### src/rtl/led_pkg.sv
// Shared mode encodings and sizing helpers for the LED sequencer.
// Latency: n/a. Backpressure: n/a.
package led_pkg;

    typedef enum logic [1:0] {
        MODE_UP       = 2'b00,
        MODE_DOWN     = 2'b01,
        MODE_PINGPONG = 2'b10,
        MODE_FREEZE   = 2'b11
    } led_mode_t;

    // Rate counter width; a RATE of 1 still gets a 1-bit counter.
    function automatic int cnt_width(input int rate);
        return (rate > 1) ? $clog2(rate) : 1;
    endfunction

endpackage

### src/rtl/btn_sync.sv
// Button synchroniser: SYNC_STAGES-deep flop chain, reset to 0.
// Latency: SYNC_STAGES clocks. Backpressure: none.
module btn_sync #(
    parameter int SYNC_STAGES = 2
) (
    input  logic clk,
    input  logic rst,
    input  logic button_i,
    output logic btn_s_o
);

    logic [SYNC_STAGES-1:0] sync_q;

    always_ff @(posedge clk or posedge rst) begin
        if (rst) begin
            sync_q <= '0;
        end else begin
            sync_q <= {sync_q[SYNC_STAGES-2:0], button_i};
        end
    end

    assign btn_s_o = sync_q[SYNC_STAGES-1];

endmodule

### src/rtl/led_sequencer.sv
// LED colour sequencer: steps colour through [MIN_CODE..MAX_CODE] while the button is held.
// Latency: first step SYNC_STAGES-1+RATE edges after press, then every RATE edges.
// Backpressure: none; release freezes colour and discards the partial count.
module led_sequencer
    import led_pkg::*;
#(
    parameter int WIDTH       = 3,
    parameter int MIN_CODE    = 1,
    parameter int MAX_CODE    = 6,
    parameter int RATE        = 1,
    parameter int SYNC_STAGES = 2
) (
    input  logic             clk,
    input  logic             rst,
    input  logic             button,
    input  logic [1:0]       mode,
    output logic [WIDTH-1:0] colour,
    output logic             dir,
    output logic             wrap
);

    localparam int             CW       = cnt_width(RATE);
    localparam logic [CW-1:0]  CNT_LAST = CW'(RATE - 1);
    localparam logic [WIDTH-1:0] MIN_C  = WIDTH'(MIN_CODE);
    localparam logic [WIDTH-1:0] MAX_C  = WIDTH'(MAX_CODE);

    generate
        if (!(MIN_CODE < MAX_CODE && MAX_CODE <= (2**WIDTH) - 1)) begin : g_bad_range
            $error("led_sequencer: need MIN_CODE < MAX_CODE <= 2**WIDTH-1");
        end
        if (RATE < 1 || SYNC_STAGES < 2) begin : g_bad_timing
            $error("led_sequencer: need RATE >= 1 and SYNC_STAGES >= 2");
        end
    endgenerate

    logic             btn_s;
    led_mode_t        mode_e;
    logic             step;
    logic [CW-1:0]    cnt_q,    cnt_d;
    logic [WIDTH-1:0] colour_q, colour_d;
    logic             dir_q,    dir_d;
    logic             wrap_q,   wrap_d;

    assign mode_e = led_mode_t'(mode);

    btn_sync #(
        .SYNC_STAGES (SYNC_STAGES)
    ) u_btn_sync (
        .clk      (clk),
        .rst      (rst),
        .button_i (button),
        .btn_s_o  (btn_s)
    );

    always_ff @(posedge clk or posedge rst) begin
        if (rst) begin
            cnt_q    <= '0;
            colour_q <= MIN_C;
            dir_q    <= 1'b1;
            wrap_q   <= 1'b0;
        end else begin
            cnt_q    <= cnt_d;
            colour_q <= colour_d;
            dir_q    <= dir_d;
            wrap_q   <= wrap_d;
        end
    end

    always_comb begin
        cnt_d = cnt_q;
        step  = 1'b0;
        if (!btn_s || mode_e == MODE_FREEZE) begin
            cnt_d = '0;
        end else if (cnt_q != CNT_LAST) begin
            cnt_d = cnt_q + CW'(1);
        end else begin
            cnt_d = '0;
            step  = 1'b1;
        end
    end

    // Out-of-range recovery wins over stepping; bounds are explicit, never modulo.
    always_comb begin
        colour_d = colour_q;
        dir_d    = dir_q;
        wrap_d   = 1'b0;
        if (colour_q < MIN_C || colour_q > MAX_C) begin
            colour_d = MIN_C;
        end else if (step) begin
            case (mode_e)
                MODE_UP: begin
                    if (colour_q == MAX_C) begin
                        colour_d = MIN_C;
                        wrap_d   = 1'b1;
                    end else begin
                        colour_d = colour_q + WIDTH'(1);
                    end
                end
                MODE_DOWN: begin
                    if (colour_q == MIN_C) begin
                        colour_d = MAX_C;
                        wrap_d   = 1'b1;
                    end else begin
                        colour_d = colour_q - WIDTH'(1);
                    end
                end
                MODE_PINGPONG: begin
                    if (dir_q && colour_q == MAX_C) begin
                        colour_d = colour_q - WIDTH'(1);
                        dir_d    = 1'b0;
                        wrap_d   = 1'b1;
                    end else if (!dir_q && colour_q == MIN_C) begin
                        colour_d = colour_q + WIDTH'(1);
                        dir_d    = 1'b1;
                        wrap_d   = 1'b1;
                    end else if (dir_q) begin
                        colour_d = colour_q + WIDTH'(1);
                    end else begin
                        colour_d = colour_q - WIDTH'(1);
                    end
                end
                default: begin
                    colour_d = colour_q;
                end
            endcase
        end
    end

    always_comb begin
        colour = colour_q;
        dir    = dir_q;
        wrap   = wrap_q;
    end

endmodule

### config.mk
export PLATFORM = sky130hd
export DESIGN_NAME = led_sequencer
export DESIGN_NICKNAME = d
export VERILOG_FILES = /design/src/rtl/led_pkg.sv /design/src/rtl/btn_sync.sv /design/src/rtl/led_sequencer.sv
export SDC_FILE = /design/constraint.sdc
export NUM_CORES = 1
export LEC_CHECK = 0
export BUFFER_PORTS_ARGS = -buffer_cell sky130_fd_sc_hd__buf_2
export CORE_MARGIN = 1.5
export CORE_UTILIZATION = 40
export CTS_CLUSTER_SIZE = 16
export DETAILED_ROUTE_END_ITERATION = 10
export GPL_TIMING_DRIVEN = 0
export HOLD_SLACK_MARGIN = 0.1
export PLACE_DENSITY = 0.56
export SYNTH_ARGS = -nofsm -noshare
export SYNTH_HDL_FRONTEND = slang
export SYNTH_HIERARCHICAL = 1
export SYNTH_SLANG_ARGS = --single-unit
### constraint.sdc
create_clock -name clk -period 1.8 [get_ports clk]
set_input_delay 0.09 -clock clk [delete_from_list [all_inputs] [get_ports clk]]
set_output_delay 0.09 -clock clk [all_outputs]
set_load 0.05 [all_outputs]
Word level (Yosys, flattened, before mapping)

Index checks and enable logic that the tools add are counted.

$add $sub $neg: 3
Multipliers: 0
Divide/modulo/power cells: 0
Magnitude comparators: 2
Eq/ne operators: 5
Shifts and indexed selects: 0
Multiplexer cells: 21
Bitwise logic cells: 1
Reductions and logical operators: 12

Operators with widths:

| kind                                                                         | number |
|---|---|
| 3-bit two-way mux                                                            | 7 |
| 1-bit two-way mux                                                            | 12 |
| 3-bit one-hot mux with 3 select lines                                        | 1 |
| 2-bit == test, second input constant                                         | 2 |
| 4-bit AND reduction                                                          | 1 |
| 2-bit nonzero test                                                           | 2 |
| 4-bit nonzero test                                                           | 1 |
| 3-bit by 1-bit adder with 3-bit output, second input constant                | 1 |
| 3-bit by 1-bit == test with 1-bit output, second input constant              | 1 |
| 3-bit == test, second input constant                                         | 1 |
| 3-bit greater-than comparator, second input constant                         | 1 |
| 3-bit by 1-bit less-than comparator with 1-bit output, second input constant | 1 |
| 1-bit one-hot mux with 3 select lines                                        | 1 |
| 3-bit by 1-bit subtractor with 3-bit output, second input constant           | 1 |
| 2-bit by 1-bit == test with 1-bit output, second input constant              | 1 |
| 1-bit logical AND                                                            | 2 |
| 1-bit zero test                                                              | 2 |
| 2-bit zero test                                                              | 1 |
| 1-bit logical OR                                                             | 2 |
| 2-bit AND reduction                                                          | 1 |
| 1-bit adder, second input constant                                           | 1 |
| 1-bit NOT                                                                    | 1 |

Register bits: 8
Latch bits: 0
RAM bits: 0
Bits in read-only memories: 0
Input bits: 5
Output and inout bits: 5
Logic and storage cells: 49
Memories: 0

Depth between registers and ports, before layout

Depth in word-level cells: 7
Mapped depth: 7
Gate-level depth less buffers: 6

By module

The synthesis kept the hierarchy.

By module, submodules not included:

| module        | times used | cells each | area each (um^2) | seq. area each (um^2) |
|---|---|---|---|---|
| led_sequencer | 1          | 74         | 620.6            | 127.6 |
| btn_sync      | 1          | 3          | 53.8             | 50.0 |

Worst setup path before layout

Ideal clock, no wire load.

Kind: reg-to-reg
From: reg colour_q[1], in the netlist colour[1]
To: reg colour_q[1], in the netlist colour[1]
Setup time: 0.087 ns
Arrival: 1.847 ns
Data required time: 1.713 ns
Slack: -0.135 ns
Stages on the path, launching flop included: 7
Path buffers: 0
Clock period less this slack: 1.935 ns
Path through: dfrtp_1 > inv_1 > ha_1 > nor2b_1 > nor4_1 > o21ai_0 > a211oi_2

Word-level cells in the longest chain between the ends: 7
Elaborated cells on any way between the ends: 20
Those cells by class: 2 x add/sub; 2 x order compare; 2 x eq/ne; 8 x mux; 6 x reduce/logical

RTL lines:

| item                                                                | RTL line                                                         | text |
|---|---|---|
| from (decl)                                                         | led_sequencer.sv:40                                              | `logic [WIDTH-1:0] colour_q, colour_d;` |
| from (signal assigned)                                              | led_sequencer.sv:63                                              | `colour_q <= colour_d;` |
| 3-bit by 1-bit subtractor with 3-bit output (tied with other cells) | led_sequencer.sv:104, led_sequencer.sv:109, led_sequencer.sv:119 |  |
| 3-bit two-way mux / 1-bit logical AND (equally long branches)       | led_sequencer.sv:116, led_sequencer.sv:112                       |  |
| 3-bit two-way mux                                                   | led_sequencer.sv:112                                             | `end else if (!dir_q && colour_q == MIN_C) begin` |
| 3-bit two-way mux                                                   | led_sequencer.sv:108                                             | `if (dir_q && colour_q == MAX_C) begin` |
| 3-bit one-hot mux with 3 select lines                               | led_sequencer.sv:90                                              | `case (mode_e)` |
| 3-bit two-way mux                                                   | led_sequencer.sv:89                                              | `end else if (step) begin` |
| 3-bit two-way mux                                                   | led_sequencer.sv:87                                              | `if (colour_q < MIN_C \|\| colour_q > MAX_C) begin` |

Parallel ways exist; a longest one is shown, timed or not. The select of a mux whose other input is x is not followed.
A chain may end at the register's enable or synchronous reset.

Final worst setup path

From: reg colour_q[0], in the netlist colour[0]
To: reg colour_q[1], in the netlist colour[1]

Same word-level chain as after synthesis.

==> results.md <==
- Status: complete, no violations
- Fillcell total: about 160
- Crit end category: register
- Clk_lat worst skew: approximately 0.24 ns
- Root Buffer: clkbuf_4
- Setup crit start kind: register
- RSZ-0062 raised after global routing: no
- Pre-CTS WS: -0.000258 ns
- Yosys reg bits: 7
- Footprint of the multi-input gates: roughly 470 um2
- Htree depth: 1
- GPL Wtd Cong: just over 0.8
- Buffer and inverter count on the worst path: 1
- Worst-path clk slew: ~0.05 ns
- Post-DRT Antenna Nets: 0
- Syn_nets: 91
- CP cell instances: inv_1 -> ha_4 -> a21boi_1 -> o21a_1 -> o21ai_1 -> a211oi_2
- Antenna Cells: 0
- WHS: 0.210 ns
- Area growth from synthesis to layout: 21.3%
- Setup violators final: 0
- Largest net degree at the start of global routing: 11
- Worst-margin pin slew: about 0.34 ns
- Fin. Hold Viols: 0
- Reg area: about 180 um2
- Arr. time, crit path: between 1.5 and 2 ns
- Clock skew: 0.00102 ns
- Iter 0 DRT Violations: 14
- Gate power share: roughly 65%
- Vias in the first global route: around 560
- Sequential area share after synthesis: 26.3%
- Post-route setup slack: 0.114 ns
- Vias: ~610
- Yosys top cell by area: dfrtp_1
- Antenna violations before repair: 0
- CTS tree: done
- Lkg Pwr: ~0.37 nW
- Nets: between 100 and 150
- IO buf count: 9
- Synth warn: 6
- Avg Inst Size Synth: 8.76 um2
- DRC viols: 0
- Worst rel slew slack: between 70 and 80%
- Slowest CP cell: dfstp_4
- Worst Hold Class: input pin to register
- Maximum VDD drop: ~1.1 mV
- Synthesized area: just under 700 um2
- Top cells by count, synth: ha_1, inv_1, nand2_1
- Pint: approximately 640 uW
- Share of cells above drive strength 1: a little under a third
- Worst-path maximum fanout: 8
- Max clock buf depth: 2
- TritonCTS buffer count: 3
- Die W: about 44 um
- Sw Ratio: around 52%
- Fin cells: between 100 and 150
- Tcrit/Tclk final: a little over nine tenths
- Area of the core: ~0.0015 mm2
- Seq pwr share: 25.4%
- Pwr per Cell Area: around 1600 mW/mm2
- Max-cap violations: 0
- Dominant synthesized flop cell: dfrtp_1
- Die ar.: between 0.0015 and 0.002 mm2
- Initial core utilization: between 40% and 50%
- Max Transition Viols Final: 0
- First-pass GRT wire length: approximately 2.6 mm
- HPWL after DPL: between 1 and 1.5 mm
- Die height: approximately 44 um
- Delay-heaviest family, CP: flip-flops
- IO Pins: 10
- Vias/cell: 5.61
- CTS sink cnt: 7
- Crit path kind: register to register
- Crit-path max cell delay: 0.66 ns
- EDFF count, synth: 0
- Req. time, crit path: ~2.0 ns
- Dpl cells: 102
- Sw power: ~700 uW
- Tmin final: approximately 1.7 ns
- Final WL: between 1.5 and 2 mm
- Synth cell types: 35
- # rows: 14
- All-layer global routing usage: a little under a fifth
- Wire length per cell: about 14 um
- Fmax achieved: ~590 MHz
- Asr flop ratio synth: 100%
- Area contributors post-synth: dfrtp_1, ha_1, dfstp_2
- Postcts setup bufs: 0
- Syn Inst Count: a little under 80
- Clk pwr share: 10.1%
- Synth top area share: about 19%
- GRT overflow: 0
- Pre-antenna DRT Iters: 4
-- worst min-delay path, stage by stage --
cell and delay, ns:
buf_2 0.11, ha_1 0.16, nor3b_2 0.05
-- worst paths after layout --
| kind | from | endpoint | slack (ns) | depth (start not counted) |
|---|---|---|---|---|
| worst min register to register | u_btn_sync/sync_q[0] | u_btn_sync/sync_q[1] | 0.35 | 0 |
| min in group asynchronous | rst | u_btn_sync/sync_q[0] | 0.25 | 3 |
| worst max register to register | colour[0] | colour[1] | 0.11 | 6 |
| worst min-delay path | mode[1] | wrap | 0.21 | 3 |
| worst max-delay path | colour[0] | colour[1] | 0.11 | 6 |
| max in group asynchronous | rst | dir | 1.25 | 3 |
-- routing by layer --
metal	vias to the layer above	track usage [%]	routed length [um]
li1	308	-	-
met1	285	26.2	741
met4	0	5.45	7
met5	-	0	0
met2	11	29.1	739
met3	2	2.45	43
-- power by group through the flow --
stage | Combinational [mW] | Sequential, mW | Clock, mW
finish | 0.859 | 0.338 | 0.135
global route | 0.936 | 0.353 | 0.151
CTS | 0.799 | 0.330 | 0.143
detailed placement | 0.786 | 0.329 | 0
global placement | 0.782 | 0.328 | 0
floorplan | 0.475 | 0.464 | 0
-- state kept, by name (all words and copies together) (netlist names) --
signal / flops
colour: 3
u_btn_sync/sync_q: 2
dir: 1
wrap: 1
-- repair_timing --
| action | 4_1_cts | 5_1_grt |
|---|---|---|
| endpoints found under the hold margin | 8 | 0 |
| hold buffers | 2 | 0 |
| resized for setup | 2 | 4 |
| setup endpoints to repair | 2 | 2 |
| pin swaps | 0 | 1 |
-- area by class of cell --
cell class / count / share of cell area (%)
multi-input cells: 58 / 57.5
flip-flops and latches: 7 / 22.3
repair buffers: 11 / 7.95
inverters: 10 / 4.59
clock buffers: 4 / 3.21
well taps: 16 / 2.45
plain buffers: 2 / 1.99
-- layout by cell type (no fill, tap or decap), types with 2 or more instances in the layout --
master,count
clkbuf_4,3
a211oi_2,2
dlygate4sd3_1,2
inv_2,2
buf_2,10
nand2_1,6
ha_1,7
o21ai_1,3
nand3_1,2
ha_4,2
o21a_1,3
a311oi_2,2
nor2_1,3
o21ai_0,3
inv_1,8
nor3_1,2
dfrtp_1,4
a21oi_1,4
nand2b_1,2
-- through the flow --
step / utilization [%] / power (mW) / setup TNS (ns) / cell area (um2)
2_1_floorplan: - / 0.939 / 0 / 679
3_3_place_gp: 48.3 / 1.11 / -0.0202 / 744
3_5_place_dp: 48.3 / 1.12 / -0.000258 / 744
4_1_cts: 51.5 / 1.27 / 0 / 793
5_1_grt: 53.1 / 1.44 / 0 / 818
6_report: 53.1 / 1.33 / 0 / 818
-- cell families (layout without fill, tap and decap cells) --
group | count (synthesis) | in the layout | synth area share, %
buffers and inverters | 12 | 27 | 7.98
adders and majority gates | 9 | 9 | 16.7
DFF | 7 | 7 | 26.3
AOI/OAI and AO/OA | 29 | 29 | 33.6
and+or+nand+nor | 20 | 20 | 15.4
No activity file was read; power rests on OpenSTA's default activity.
